[src/rtl/csr_pkg.sv]
// Shared constants and types for the machine CSR access controller:
// CSR addresses, mstatus bit positions, funct3 encodings and FSM states.
package csr_pkg;

  localparam int CSR_XLEN = 32;

  localparam logic [11:0] MSTATUS_ADDR = 12'h300;
  localparam logic [11:0] MTVEC_ADDR   = 12'h305;
  localparam logic [11:0] MEPC_ADDR    = 12'h341;
  localparam logic [11:0] MCAUSE_ADDR  = 12'h342;
  localparam logic [11:0] MTVAL_ADDR   = 12'h343;

  localparam int MIE_BIT  = 3;
  localparam int MPIE_BIT = 7;

  // funct3 encodings; 3'b000 and 3'b100 are reserved and decode as illegal
  typedef enum logic [2:0] {
    OP_RW  = 3'b001,
    OP_RS  = 3'b010,
    OP_RC  = 3'b011,
    OP_RWI = 3'b101,
    OP_RSI = 3'b110,
    OP_RCI = 3'b111
  } csr_op_e;

  typedef enum logic [3:0] {
    ST_IDLE    = 4'd0,
    ST_RMW_RD  = 4'd1,
    ST_RMW_EX  = 4'd2,
    ST_RMW_WR  = 4'd3,
    ST_T_EPC   = 4'd4,
    ST_T_CAUSE = 4'd5,
    ST_T_TVAL  = 4'd6,
    ST_T_STS   = 4'd7,
    ST_T_VEC   = 4'd8,
    ST_M_STS   = 4'd9,
    ST_M_EPC   = 4'd10
  } csr_state_e;

endpackage

[src/rtl/csr_access_ctrl_if.sv]
// Bus bundle between the pipeline/CSR array side (master) and the
// CSR access controller (slave).
interface csr_access_ctrl_if #(
  parameter int XLEN = 32
);

  logic            req_valid;
  logic            req_ready;
  logic [2:0]      req_op;
  logic [11:0]     req_addr;
  logic [XLEN-1:0] req_src;
  logic            req_src_nz;

  logic            rsp_valid;
  logic [XLEN-1:0] rsp_rdata;
  logic            rsp_illegal;

  logic            trap_valid;
  logic            trap_ready;
  logic [XLEN-1:0] trap_pc;
  logic [XLEN-1:0] trap_cause;
  logic [XLEN-1:0] trap_tval;
  logic            mret_valid;

  logic            redirect_valid;
  logic [XLEN-1:0] redirect_pc;

  logic            csr_rd;
  logic            csr_wr;
  logic [11:0]     rd_addr;
  logic [11:0]     wr_addr;
  logic [XLEN-1:0] rd_dat;
  logic [XLEN-1:0] wr_dat;

  modport master (
    output req_valid, req_op, req_addr, req_src, req_src_nz,
    output trap_valid, trap_pc, trap_cause, trap_tval, mret_valid,
    output rd_dat,
    input  req_ready, rsp_valid, rsp_rdata, rsp_illegal,
    input  trap_ready, redirect_valid, redirect_pc,
    input  csr_rd, csr_wr, rd_addr, wr_addr, wr_dat
  );

  modport slave (
    input  req_valid, req_op, req_addr, req_src, req_src_nz,
    input  trap_valid, trap_pc, trap_cause, trap_tval, mret_valid,
    input  rd_dat,
    output req_ready, rsp_valid, rsp_rdata, rsp_illegal,
    output trap_ready, redirect_valid, redirect_pc,
    output csr_rd, csr_wr, rd_addr, wr_addr, wr_dat
  );

endinterface

[src/rtl/csr_alu.sv]
// Combinational read-modify-write datapath for CSR instructions:
// new value, write enable (set/clear with zero source never write) and reserved-op flag.
module csr_alu
  import csr_pkg::*;
#(
  parameter int XLEN = CSR_XLEN
) (
  input  logic [2:0]      op,
  input  logic [XLEN-1:0] old_val,
  input  logic [XLEN-1:0] src,
  input  logic            src_nz,
  output logic [XLEN-1:0] new_val,
  output logic            wr_en,
  output logic            illegal
);

  always_comb begin
    new_val = '0;
    wr_en   = 1'b0;
    illegal = 1'b0;
    case (op)
      OP_RW, OP_RWI: begin
        new_val = src;
        wr_en   = 1'b1;
      end
      OP_RS, OP_RSI: begin
        new_val = old_val | src;
        wr_en   = src_nz;
      end
      OP_RC, OP_RCI: begin
        new_val = old_val & ~src;
        wr_en   = src_nz;
      end
      default: illegal = 1'b1;
    endcase
  end

endmodule

[src/rtl/csr_access_ctrl.sv]
// Sequencer for the machine CSR array: CSR instruction RMW, trap entry and MRET.
// Optional CSR_RO_CHECK_EN: writes into addr[11:10]==2'b11 are rejected as illegal.
module csr_access_ctrl
  import csr_pkg::*;
#(
  parameter int XLEN = CSR_XLEN
) (
  input  logic               clk,
  input  logic               reset,
  csr_access_ctrl_if.slave   bus
);

  csr_state_e      state_reg, state_next;

  logic [2:0]      op_reg;
  logic [11:0]     addr_reg;
  logic [XLEN-1:0] src_reg;
  logic            src_nz_reg;
  logic [XLEN-1:0] old_reg;
  logic [XLEN-1:0] new_reg;
  logic [XLEN-1:0] rdata_reg;
  logic            we_reg;
  logic            ill_reg;
  logic [XLEN-1:0] pc_reg;
  logic [XLEN-1:0] cause_reg;
  logic [XLEN-1:0] tval_reg;

  logic [XLEN-1:0] alu_new;
  logic            alu_we;
  logic            alu_ill;
  logic            ro_hit;
  logic [XLEN-1:0] sts_val;

  logic idle, take_trap, take_mret, take_req;

  csr_alu #(.XLEN(XLEN)) u_alu (
    .op      (op_reg),
    .old_val (old_reg),
    .src     (src_reg),
    .src_nz  (src_nz_reg),
    .new_val (alu_new),
    .wr_en   (alu_we),
    .illegal (alu_ill)
  );

`ifdef CSR_RO_CHECK_EN
  assign ro_hit = alu_we && (addr_reg[11:10] == 2'b11);
`else
  assign ro_hit = 1'b0;
`endif

  // Fixed priority: trap, then MRET, then CSR instruction
  assign idle      = (state_reg == ST_IDLE);
  assign take_trap = idle && bus.trap_valid;
  assign take_mret = idle && !bus.trap_valid && bus.mret_valid;
  assign take_req  = idle && !bus.trap_valid && !bus.mret_valid && bus.req_valid;

  always_comb begin
    state_next = state_reg;
    case (state_reg)
      ST_IDLE: begin
        if (take_trap)      state_next = ST_T_EPC;
        else if (take_mret) state_next = ST_M_STS;
        else if (take_req)  state_next = ST_RMW_RD;
      end
      ST_RMW_RD:  state_next = ST_RMW_EX;
      ST_RMW_EX:  state_next = ST_RMW_WR;
      ST_RMW_WR:  state_next = ST_IDLE;
      ST_T_EPC:   state_next = ST_T_CAUSE;
      ST_T_CAUSE: state_next = ST_T_TVAL;
      ST_T_TVAL:  state_next = ST_T_STS;
      ST_T_STS:   state_next = ST_T_VEC;
      ST_T_VEC:   state_next = ST_IDLE;
      ST_M_STS:   state_next = ST_M_EPC;
      ST_M_EPC:   state_next = ST_IDLE;
      default:    state_next = ST_IDLE;
    endcase
  end

  always_ff @(posedge clk or negedge reset) begin
    if (!reset) begin
      state_reg  <= ST_IDLE;
      op_reg     <= '0;
      addr_reg   <= '0;
      src_reg    <= '0;
      src_nz_reg <= 1'b0;
      old_reg    <= '0;
      new_reg    <= '0;
      rdata_reg  <= '0;
      we_reg     <= 1'b0;
      ill_reg    <= 1'b0;
      pc_reg     <= '0;
      cause_reg  <= '0;
      tval_reg   <= '0;
    end else begin
      state_reg <= state_next;
      if (take_req) begin
        op_reg     <= bus.req_op;
        addr_reg   <= bus.req_addr;
        src_reg    <= bus.req_src;
        src_nz_reg <= bus.req_src_nz;
      end
      if (take_trap) begin
        pc_reg    <= bus.trap_pc;
        cause_reg <= bus.trap_cause;
        tval_reg  <= bus.trap_tval;
      end
      if (state_reg == ST_RMW_RD) old_reg <= bus.rd_dat;
      // Reserved ops return zero; read-only rejects still return the old value
      if (state_reg == ST_RMW_EX) begin
        new_reg   <= alu_new;
        we_reg    <= alu_we && !ro_hit;
        ill_reg   <= alu_ill || ro_hit;
        rdata_reg <= alu_ill ? '0 : old_reg;
      end
    end
  end

  always_comb begin
    bus.trap_ready     = idle;
    bus.req_ready      = idle && !bus.trap_valid && !bus.mret_valid;
    bus.rsp_valid      = 1'b0;
    bus.rsp_rdata      = '0;
    bus.rsp_illegal    = 1'b0;
    bus.redirect_valid = 1'b0;
    bus.redirect_pc    = '0;
    bus.csr_rd         = 1'b0;
    bus.csr_wr         = 1'b0;
    bus.rd_addr        = '0;
    bus.wr_addr        = '0;
    bus.wr_dat         = '0;
    sts_val            = bus.rd_dat;
    case (state_reg)
      ST_RMW_RD: begin
        bus.csr_rd  = 1'b1;
        bus.rd_addr = addr_reg;
      end
      ST_RMW_WR: begin
        bus.csr_wr      = we_reg;
        bus.wr_addr     = addr_reg;
        bus.wr_dat      = new_reg;
        bus.rsp_valid   = 1'b1;
        bus.rsp_rdata   = rdata_reg;
        bus.rsp_illegal = ill_reg;
      end
      ST_T_EPC: begin
        bus.csr_wr  = 1'b1;
        bus.wr_addr = MEPC_ADDR;
        bus.wr_dat  = {pc_reg[XLEN-1:2], 2'b00};
      end
      ST_T_CAUSE: begin
        bus.csr_wr  = 1'b1;
        bus.wr_addr = MCAUSE_ADDR;
        bus.wr_dat  = cause_reg;
      end
      ST_T_TVAL: begin
        bus.csr_wr  = 1'b1;
        bus.wr_addr = MTVAL_ADDR;
        bus.wr_dat  = tval_reg;
      end
      ST_T_STS: begin
        sts_val[MPIE_BIT] = bus.rd_dat[MIE_BIT];
        sts_val[MIE_BIT]  = 1'b0;
        bus.csr_rd  = 1'b1;
        bus.rd_addr = MSTATUS_ADDR;
        bus.csr_wr  = 1'b1;
        bus.wr_addr = MSTATUS_ADDR;
        bus.wr_dat  = sts_val;
      end
      ST_T_VEC: begin
        bus.csr_rd         = 1'b1;
        bus.rd_addr        = MTVEC_ADDR;
        bus.redirect_valid = 1'b1;
        bus.redirect_pc    = {bus.rd_dat[XLEN-1:2], 2'b00};
      end
      ST_M_STS: begin
        sts_val[MIE_BIT]  = bus.rd_dat[MPIE_BIT];
        sts_val[MPIE_BIT] = 1'b1;
        bus.csr_rd  = 1'b1;
        bus.rd_addr = MSTATUS_ADDR;
        bus.csr_wr  = 1'b1;
        bus.wr_addr = MSTATUS_ADDR;
        bus.wr_dat  = sts_val;
      end
      ST_M_EPC: begin
        bus.csr_rd         = 1'b1;
        bus.rd_addr        = MEPC_ADDR;
        bus.redirect_valid = 1'b1;
        bus.redirect_pc    = bus.rd_dat;
      end
      default: ;
    endcase
  end

endmodule
[src/flat_wrapper.sv]
// flat-port wrapper written by rule: the top's interface ports become plain ports
module csr_access_ctrl_flat import csr_pkg::*;
#(
  parameter int XLEN = CSR_XLEN
)
  (clk, reset, bus_req_valid, bus_req_op, bus_req_addr, bus_req_src, bus_req_src_nz, bus_trap_valid, bus_trap_pc, bus_trap_cause, bus_trap_tval, bus_mret_valid, bus_rd_dat, bus_req_ready, bus_rsp_valid, bus_rsp_rdata, bus_rsp_illegal, bus_trap_ready, bus_redirect_valid, bus_redirect_pc, bus_csr_rd, bus_csr_wr, bus_rd_addr, bus_wr_addr, bus_wr_dat);
  csr_access_ctrl_if #(.XLEN(XLEN)) bus_i ();
  input  logic clk;
  input  logic reset;
  input wire logic [$bits(bus_i.req_valid)-1:0] bus_req_valid;
  input wire logic [$bits(bus_i.req_op)-1:0] bus_req_op;
  input wire logic [$bits(bus_i.req_addr)-1:0] bus_req_addr;
  input wire logic [$bits(bus_i.req_src)-1:0] bus_req_src;
  input wire logic [$bits(bus_i.req_src_nz)-1:0] bus_req_src_nz;
  input wire logic [$bits(bus_i.trap_valid)-1:0] bus_trap_valid;
  input wire logic [$bits(bus_i.trap_pc)-1:0] bus_trap_pc;
  input wire logic [$bits(bus_i.trap_cause)-1:0] bus_trap_cause;
  input wire logic [$bits(bus_i.trap_tval)-1:0] bus_trap_tval;
  input wire logic [$bits(bus_i.mret_valid)-1:0] bus_mret_valid;
  input wire logic [$bits(bus_i.rd_dat)-1:0] bus_rd_dat;
  output wire logic [$bits(bus_i.req_ready)-1:0] bus_req_ready;
  output wire logic [$bits(bus_i.rsp_valid)-1:0] bus_rsp_valid;
  output wire logic [$bits(bus_i.rsp_rdata)-1:0] bus_rsp_rdata;
  output wire logic [$bits(bus_i.rsp_illegal)-1:0] bus_rsp_illegal;
  output wire logic [$bits(bus_i.trap_ready)-1:0] bus_trap_ready;
  output wire logic [$bits(bus_i.redirect_valid)-1:0] bus_redirect_valid;
  output wire logic [$bits(bus_i.redirect_pc)-1:0] bus_redirect_pc;
  output wire logic [$bits(bus_i.csr_rd)-1:0] bus_csr_rd;
  output wire logic [$bits(bus_i.csr_wr)-1:0] bus_csr_wr;
  output wire logic [$bits(bus_i.rd_addr)-1:0] bus_rd_addr;
  output wire logic [$bits(bus_i.wr_addr)-1:0] bus_wr_addr;
  output wire logic [$bits(bus_i.wr_dat)-1:0] bus_wr_dat;
  assign bus_i.req_valid = bus_req_valid;
  assign bus_i.req_op = bus_req_op;
  assign bus_i.req_addr = bus_req_addr;
  assign bus_i.req_src = bus_req_src;
  assign bus_i.req_src_nz = bus_req_src_nz;
  assign bus_i.trap_valid = bus_trap_valid;
  assign bus_i.trap_pc = bus_trap_pc;
  assign bus_i.trap_cause = bus_trap_cause;
  assign bus_i.trap_tval = bus_trap_tval;
  assign bus_i.mret_valid = bus_mret_valid;
  assign bus_i.rd_dat = bus_rd_dat;
  assign bus_req_ready = bus_i.req_ready;
  assign bus_rsp_valid = bus_i.rsp_valid;
  assign bus_rsp_rdata = bus_i.rsp_rdata;
  assign bus_rsp_illegal = bus_i.rsp_illegal;
  assign bus_trap_ready = bus_i.trap_ready;
  assign bus_redirect_valid = bus_i.redirect_valid;
  assign bus_redirect_pc = bus_i.redirect_pc;
  assign bus_csr_rd = bus_i.csr_rd;
  assign bus_csr_wr = bus_i.csr_wr;
  assign bus_rd_addr = bus_i.rd_addr;
  assign bus_wr_addr = bus_i.wr_addr;
  assign bus_wr_dat = bus_i.wr_dat;
  csr_access_ctrl #(.XLEN(XLEN)) u_core (.clk(clk), .reset(reset), .bus(bus_i));
endmodule
[config.mk]
export PLATFORM = sky130hd
export DESIGN_NAME = csr_access_ctrl_flat
export DESIGN_NICKNAME = d
export VERILOG_FILES = /design/src/rtl/csr_pkg.sv /design/src/rtl/csr_access_ctrl_if.sv /design/src/rtl/csr_alu.sv /design/src/rtl/csr_access_ctrl.sv /design/src/flat_wrapper.sv
export SDC_FILE = /design/constraint.sdc
export NUM_CORES = 1
export LEC_CHECK = 0
export BUFFER_PORTS_ARGS = -buffer_cell sky130_fd_sc_hd__buf_2
export CAP_MARGIN = 10
export CORE_ASPECT_RATIO = 1.25
export CORE_UTILIZATION = 35
export DETAILED_ROUTE_END_ITERATION = 7
export SETUP_SLACK_MARGIN = 0.02
export SLEW_MARGIN = 20
export SYNTH_ARGS = -nofsm -noshare
export SYNTH_HDL_FRONTEND = slang
export SYNTH_SLANG_ARGS = --single-unit
[constraint.sdc]
create_clock -name clk -period 3.5 [get_ports clk]
set_input_delay 0 -clock clk [delete_from_list [all_inputs] [get_ports clk]]
set_output_delay 0 -clock clk [all_outputs]
set_load 0.005 [all_outputs]
# [Word level (Yosys, flattened, before mapping)]
# Cells that the tools add are included.
[word_totals] reg_bits=246 input_bits=181 wordCells=68
[classes] bitwise=3 eq_ne=17 n_mux=18 reduce_logical=17
[ops] cell="$pmux 32 s6" count=1
[ops] cell="$pmux 32 s3" count=1
[ops] cell="$mux 32" count=2
[ops] cell="$pmux 32 s2" count=1
[ops] cell="$pmux 12 s5" count=1
[ops] cell="$pmux 12 s4" count=1
[ops] cell="$and 32x32->32" count=1
[ops] cell="$not 32->32" count=1
[ops] cell="$or 32x32->32" count=1
[ops] cell="$pmux 4 s8" count=1
[ops] cell="$eq 4x3->1 const B" count=4
[ops] cell="$eq 4x4->1 const B" count=3
[ops] cell="$mux 4" count=3
[ops] cell="$reduce_or 2->1" count=5
[ops] cell="$reduce_or 5->1" count=2
[ops] cell="$eq 3x3->1 const B" count=3
[ops] cell="$eq 4x2->1 const B" count=2
[ops] cell="$eq 3x2->1 const B" count=2
[ops] cell="$reduce_or 6->1" count=1
[ops] cell="$logic_and 1x1->1" count=5
[ops] cell="$mux 1" count=5
[ops] cell="$eq 4x1->1 const B" count=1
[ops] cell="$logic_not 4->1" count=1
[ops] cell="$ne 4x4->1 const B" count=1
[ops] cell="other kinds (4)" count=6

# [Logic depth before layout (Yosys ltp)]
[depth] depth_word=8 mapped_depth=7 ltp_nobuf=4

# [By module]
# Synthesis repeated with hierarchy kept, for this count alone.
[hier_totals] cells_unflattened=1034 area_unflattened_um2=12211.7
[by_module_without_submodules] module="csr_access_ctrl" area_per_inst_um2=11383.4 cells_per_inst=922 instances=1
[by_module_without_submodules] module="csr_alu" area_per_inst_um2=828.3 cells_per_inst=112 instances=1

# [Worst setup path after synthesis]
# No wires, ideal clock.
[synth_timing] kind="register to register" from="reg u_core.state_reg[1]" to="reg u_core.src_reg[10]" t_arrival_ps=1758 required_time_ps=3375 setup_ps=125 path_stages_with_launch=8 synth_period_minus_slack_ps=1883 slack_ps=1617 cell_sequence="dfrtp_1 -> buf_6 -> or4_4 -> inv_2 -> nand3_2 -> buf_6 -> buf_6 -> mux2_4"
[synth_between] elab_chain_cells=4
[synth_rtl] item="start: declaration" line_no="csr_access_ctrl.sv:13" rtl="csr_state_e state_reg, state_next;"
[synth_rtl] item="start signal: assignment" line_no="csr_access_ctrl.sv:96" rtl="state_reg <= state_next;"
[synth_rtl] item="$logic_not 4->1" line_no="csr_access_ctrl.sv:53" rtl="assign idle = (state_reg == ST_IDLE);"
[synth_rtl] item="named net bus_trap_ready" line_no="flat_wrapper.sv:25" rtl="output wire logic [$bits(bus_i.trap_ready)-1:0] bus_trap_ready;"
[synth_rtl] item="$logic_and 1x1->1 (3 in a row)" line_no="csr_access_ctrl.sv:56" rtl="assign take_req = idle && !bus.trap_valid && !bus.mret_valid && bus.req_valid;"
[synth_rtl] item="end signal: assignment" line_no="csr_access_ctrl.sv:100" rtl="src_reg <= bus.req_src;"
[synth_rtl] item="end: declaration" line_no="csr_access_ctrl.sv:17" rtl="logic [XLEN-1:0] src_reg;"
# The timed path passes the listed nets, and every way through them passes these cells.
# A chain may end at the register's enable or synchronous reset.

# [Final worst setup path]
[layout_timing] from="reg u_core.state_reg[1]" to="out bus_wr_dat[29]"
[layout_between] elab_chain_cells=2
[layout_rtl] item="$eq 4x4->1, or another cell as far along"
[layout_rtl] item="$pmux 32 s6 *" line_no="csr_access_ctrl.sv:133" rtl="case (state_reg)"
[layout_rtl] item="end: declaration" line_no="flat_wrapper.sv:32" rtl="output wire logic [$bits(bus_i.wr_dat)-1:0] bus_wr_dat;"
# Every way passes the cells marked *; elsewhere a longest branch is shown, timed or not.

==> metrics <==
vias in the first global route 10,300; Worst Setup End Kind output pin; routability congestion estimate 0.862; Die W roughly 170 µm; antenna violations before repair 3; Power per Cell Area 892 nW/µm²; Syn Area/Cell 12.0 µm²; Worst Tran Pin Value 1.01 ns; Seq cells post-synth 243; Final Setup Violations 0; period utilization between 80 and 90%; CTS H-tree depth 1; share of cells above drive strength 1 37.8%; vias per cell 5.23; die height approximately 210 µm; Seq/Total Area, Yosys 50.4%; Critical Path RT 3.50 ns; worst skew pair latency approximately 0.55 ns; R2R Path End u_core.state_reg[3]$_DFFE_PN0P_; Post-Syn Instances 1,003; min Tclk post-route 3.06 ns; Setup crit end bus_wr_dat[29]; area grow syn2layout 37.4%; Layout Cells excl Fill 1,893; Hold WC Path Type primary input to asynchronous set/reset pin; post-synth cell types 46; WS Path Type flop to output pin; Top FF cell, synth dfrtp_1; Post-CTS Setup Repair Bufs 0; VDD IR-drop max between 0.4 and 0.5 mV; IO Count 308; RSZ-0062 raised after global routing false; largest net degree at the start of global routing between 100 and 150; die area between 30,000 and 40,000 µm²; Final Hold Vio Count 0; nets@finish about 1,600; worst r2r src u_core.state_reg[1]$_DFFE_PN0P_; Max-slew headroom roughly 33%; r2r setup slk 0.83 ns; CP arrival 3.06 ns; synthesized cell area approximately 12,000 µm²; dpl hpwl 26,600 µm; post-DR wirelength/cell 21.4 µm; async set-reset flop share out of synthesis 100%; Worst Reg2Reg Path Length in Cells 6; outcome completed; clk slew on worst S/H paths about 0.060 ns; Post-synth EDFFs 0; GRT Total Usage 23.0%; Syn Nets around 1,200; total gr overflow 0; Site Rows 75; Sink Count 243; clk_skew 0.0118 ns; Max Root-Sink Buffers 3; DRT antenna net count 0; CTS tree built; YS warnings 0; Critical path origin u_core.state_reg[1]$_DFFE_PN0P_; initial DRC count 610; P_leak 8.22 nW; First-pass DRT Iterations 5; pre-CTS setup slack 0.822 ns; IO buf count between 300 and 400; # DRC 0; cts bufs inserted 26; final setup margin 0.435 ns; CP Launch Type flop; worst-path fanout max 45; max-slew violations 0; Max-Cap Viols 0; Clock Tree Root clkbuf_16; fmax 326 MHz; Fin Setup TNS 0 ns; CORE AREA roughly 34,000 µm²; final WL 40,500 µm; first-pass GRT wire length 61,700 µm; Total Power 14.8 mW; DR vias 9,905; DP Cell Count 1,665; cts repair resizes 0; Initial Util 35.7%
==> routing by layer <==
metal / global-route usage [%] / part of all wire [%]
met3: 3.92 / 6.0
met1: 27.6 / 40
met5: 0 / 0
met4: 8.76 / 3.2
met2: 41.1 / 51
==> through the flow <==
step	utilization, %	hold slack [ns]	instance area, µm²
4_1_cts	49.0	0.185	16600
3_5_place_dp	41.2	0.176	13900
3_3_place_gp	41.2	0.175	13900
2_1_floorplan	-	-0.296	12100
6_report	49.0	0.106	16600
5_1_grt	49.0	0.222	16600
==> worst max-delay path: stages, from the launching register on <==
cell	delay (ns)
dfrtp_2	0.36
buf_4	0.60
nor3b_1	0.12
buf_4	0.19
o21a_2	0.42
buf_4	0.30
a221o_1	0.38
buf_2	0.14
==> Yosys cell counts (2+ instances only) <==
| library cell | number | share of area (%) |
|---|---|---|
| a21oi_1 | 9 | 0.37 |
| o21ai_0 | 37 | 1.5 |
| mux2i_1 | 30 | 2.5 |
| mux2_4 | 90 | 11 |
| o21a_1 | 2 | 0.12 |
| and3_1 | 34 | 1.8 |
| a22o_1 | 60 | 4.4 |
| mux2_2 | 85 | 7.9 |
| nor2b_1 | 73 | 3.8 |
| buf_1 | 8 | 0.25 |
| a211oi_1 | 2 | 0.12 |
| buf_6 | 12 | 1.1 |
| and2_1 | 48 | 2.5 |
| nand2_1 | 36 | 1.1 |
| nand2b_1 | 5 | 0.26 |
| a211o_1 | 2 | 0.15 |
| a31oi_1 | 32 | 1.7 |
| buf_2 | 23 | 0.95 |
| o22ai_1 | 4 | 0.21 |
| inv_1 | 6 | 0.19 |
| dfrtp_1 | 243 | 50 |
| a221o_1 | 30 | 2.5 |
| nor3_1 | 7 | 0.29 |
| nor2_1 | 63 | 2.0 |
| clkbuf_1 | 41 | 1.3 |
==> how the worst min path moves through the flow <==
stage / start / depth (start not counted) / end
final: reset / 2 / u_core.src_nz_reg$_DFFE_PN0P_
after floorplan: reset / 0 / u_core.addr_reg[0]$_DFFE_PN0P_
after detailed placement: reset / 1 / u_core.src_nz_reg$_DFFE_PN0P_
after global placement: reset / 1 / u_core.src_nz_reg$_DFFE_PN0P_
after global routing: reset / 2 / u_core.src_nz_reg$_DFFE_PN0P_
after CTS: reset / 2 / u_core.src_nz_reg$_DFFE_PN0P_
==> repair_timing <==
action                                  4_1_cts  5_1_grt
hold endpoints to repair                    294        0
hold buffers                                178        0
endpoints found under the setup margin        0        0
==> kinds of logic after synthesis <==
logic type             after synthesis  share of synthesized area, %
AOI/OAI and AO/OA                  184                          11.4
and+or+nand+nor                    280                          12.7
muxes                              205                          21.6
buffers and inverters               91                          3.82
DFF                                243                          50.4
==> layout make-up <==
cell class / count / area [µm²]
Fill cell: 3030 / 17200
Sequential cell: 243 / 6080
Multi-Input combinational cell: 669 / 5590
Timing Repair Buffer: 501 / 3470
Clock buffer: 40 / 774
Tap cell: 423 / 529
Clock inverter: 8 / 90.1
Inverter: 7 / 26.3
Antenna cell: 2 / 5.00
==> report_power, final <==
group	total, mW	switching [mW]	internal, mW
sequential	5.34	1.08	4.26
combinational	6.60	3.19	3.41
clock	2.83	1.16	1.67
total	14.8	5.43	9.34
==> placed cells by master, fill, tap and decap left out, types with 2 or more instances in the layout <==
cell	Yosys	layout
nor2_1	63	63
a211oi_1	2	2
mux2_4	90	90
mux2_2	85	85
clkbuf_8	0	5
dlygate4sd3_1	0	178
a221o_1	30	30
a31oi_1	32	32
dfrtp_1	243	242
nand2b_1	5	5
nor2b_4	0	5
buf_4	0	18
o21a_2	0	2
diode_2	0	2
and3_1	34	34
mux2i_1	30	30
a22o_1	60	60
inv_1	6	6
o22ai_1	4	4
clkbuf_1	41	8
nor3_1	7	6
nand2_1	36	36
nor2b_1	73	68
clkbuf_16	0	27
buf_2	23	303
and2_1	48	48
clkinv_2	0	6
a21oi_1	9	9
o21ai_0	37	37
a211o_1	2	2
bufinv_16	0	2
Note: power is estimated with default switching activity, not from simulation.
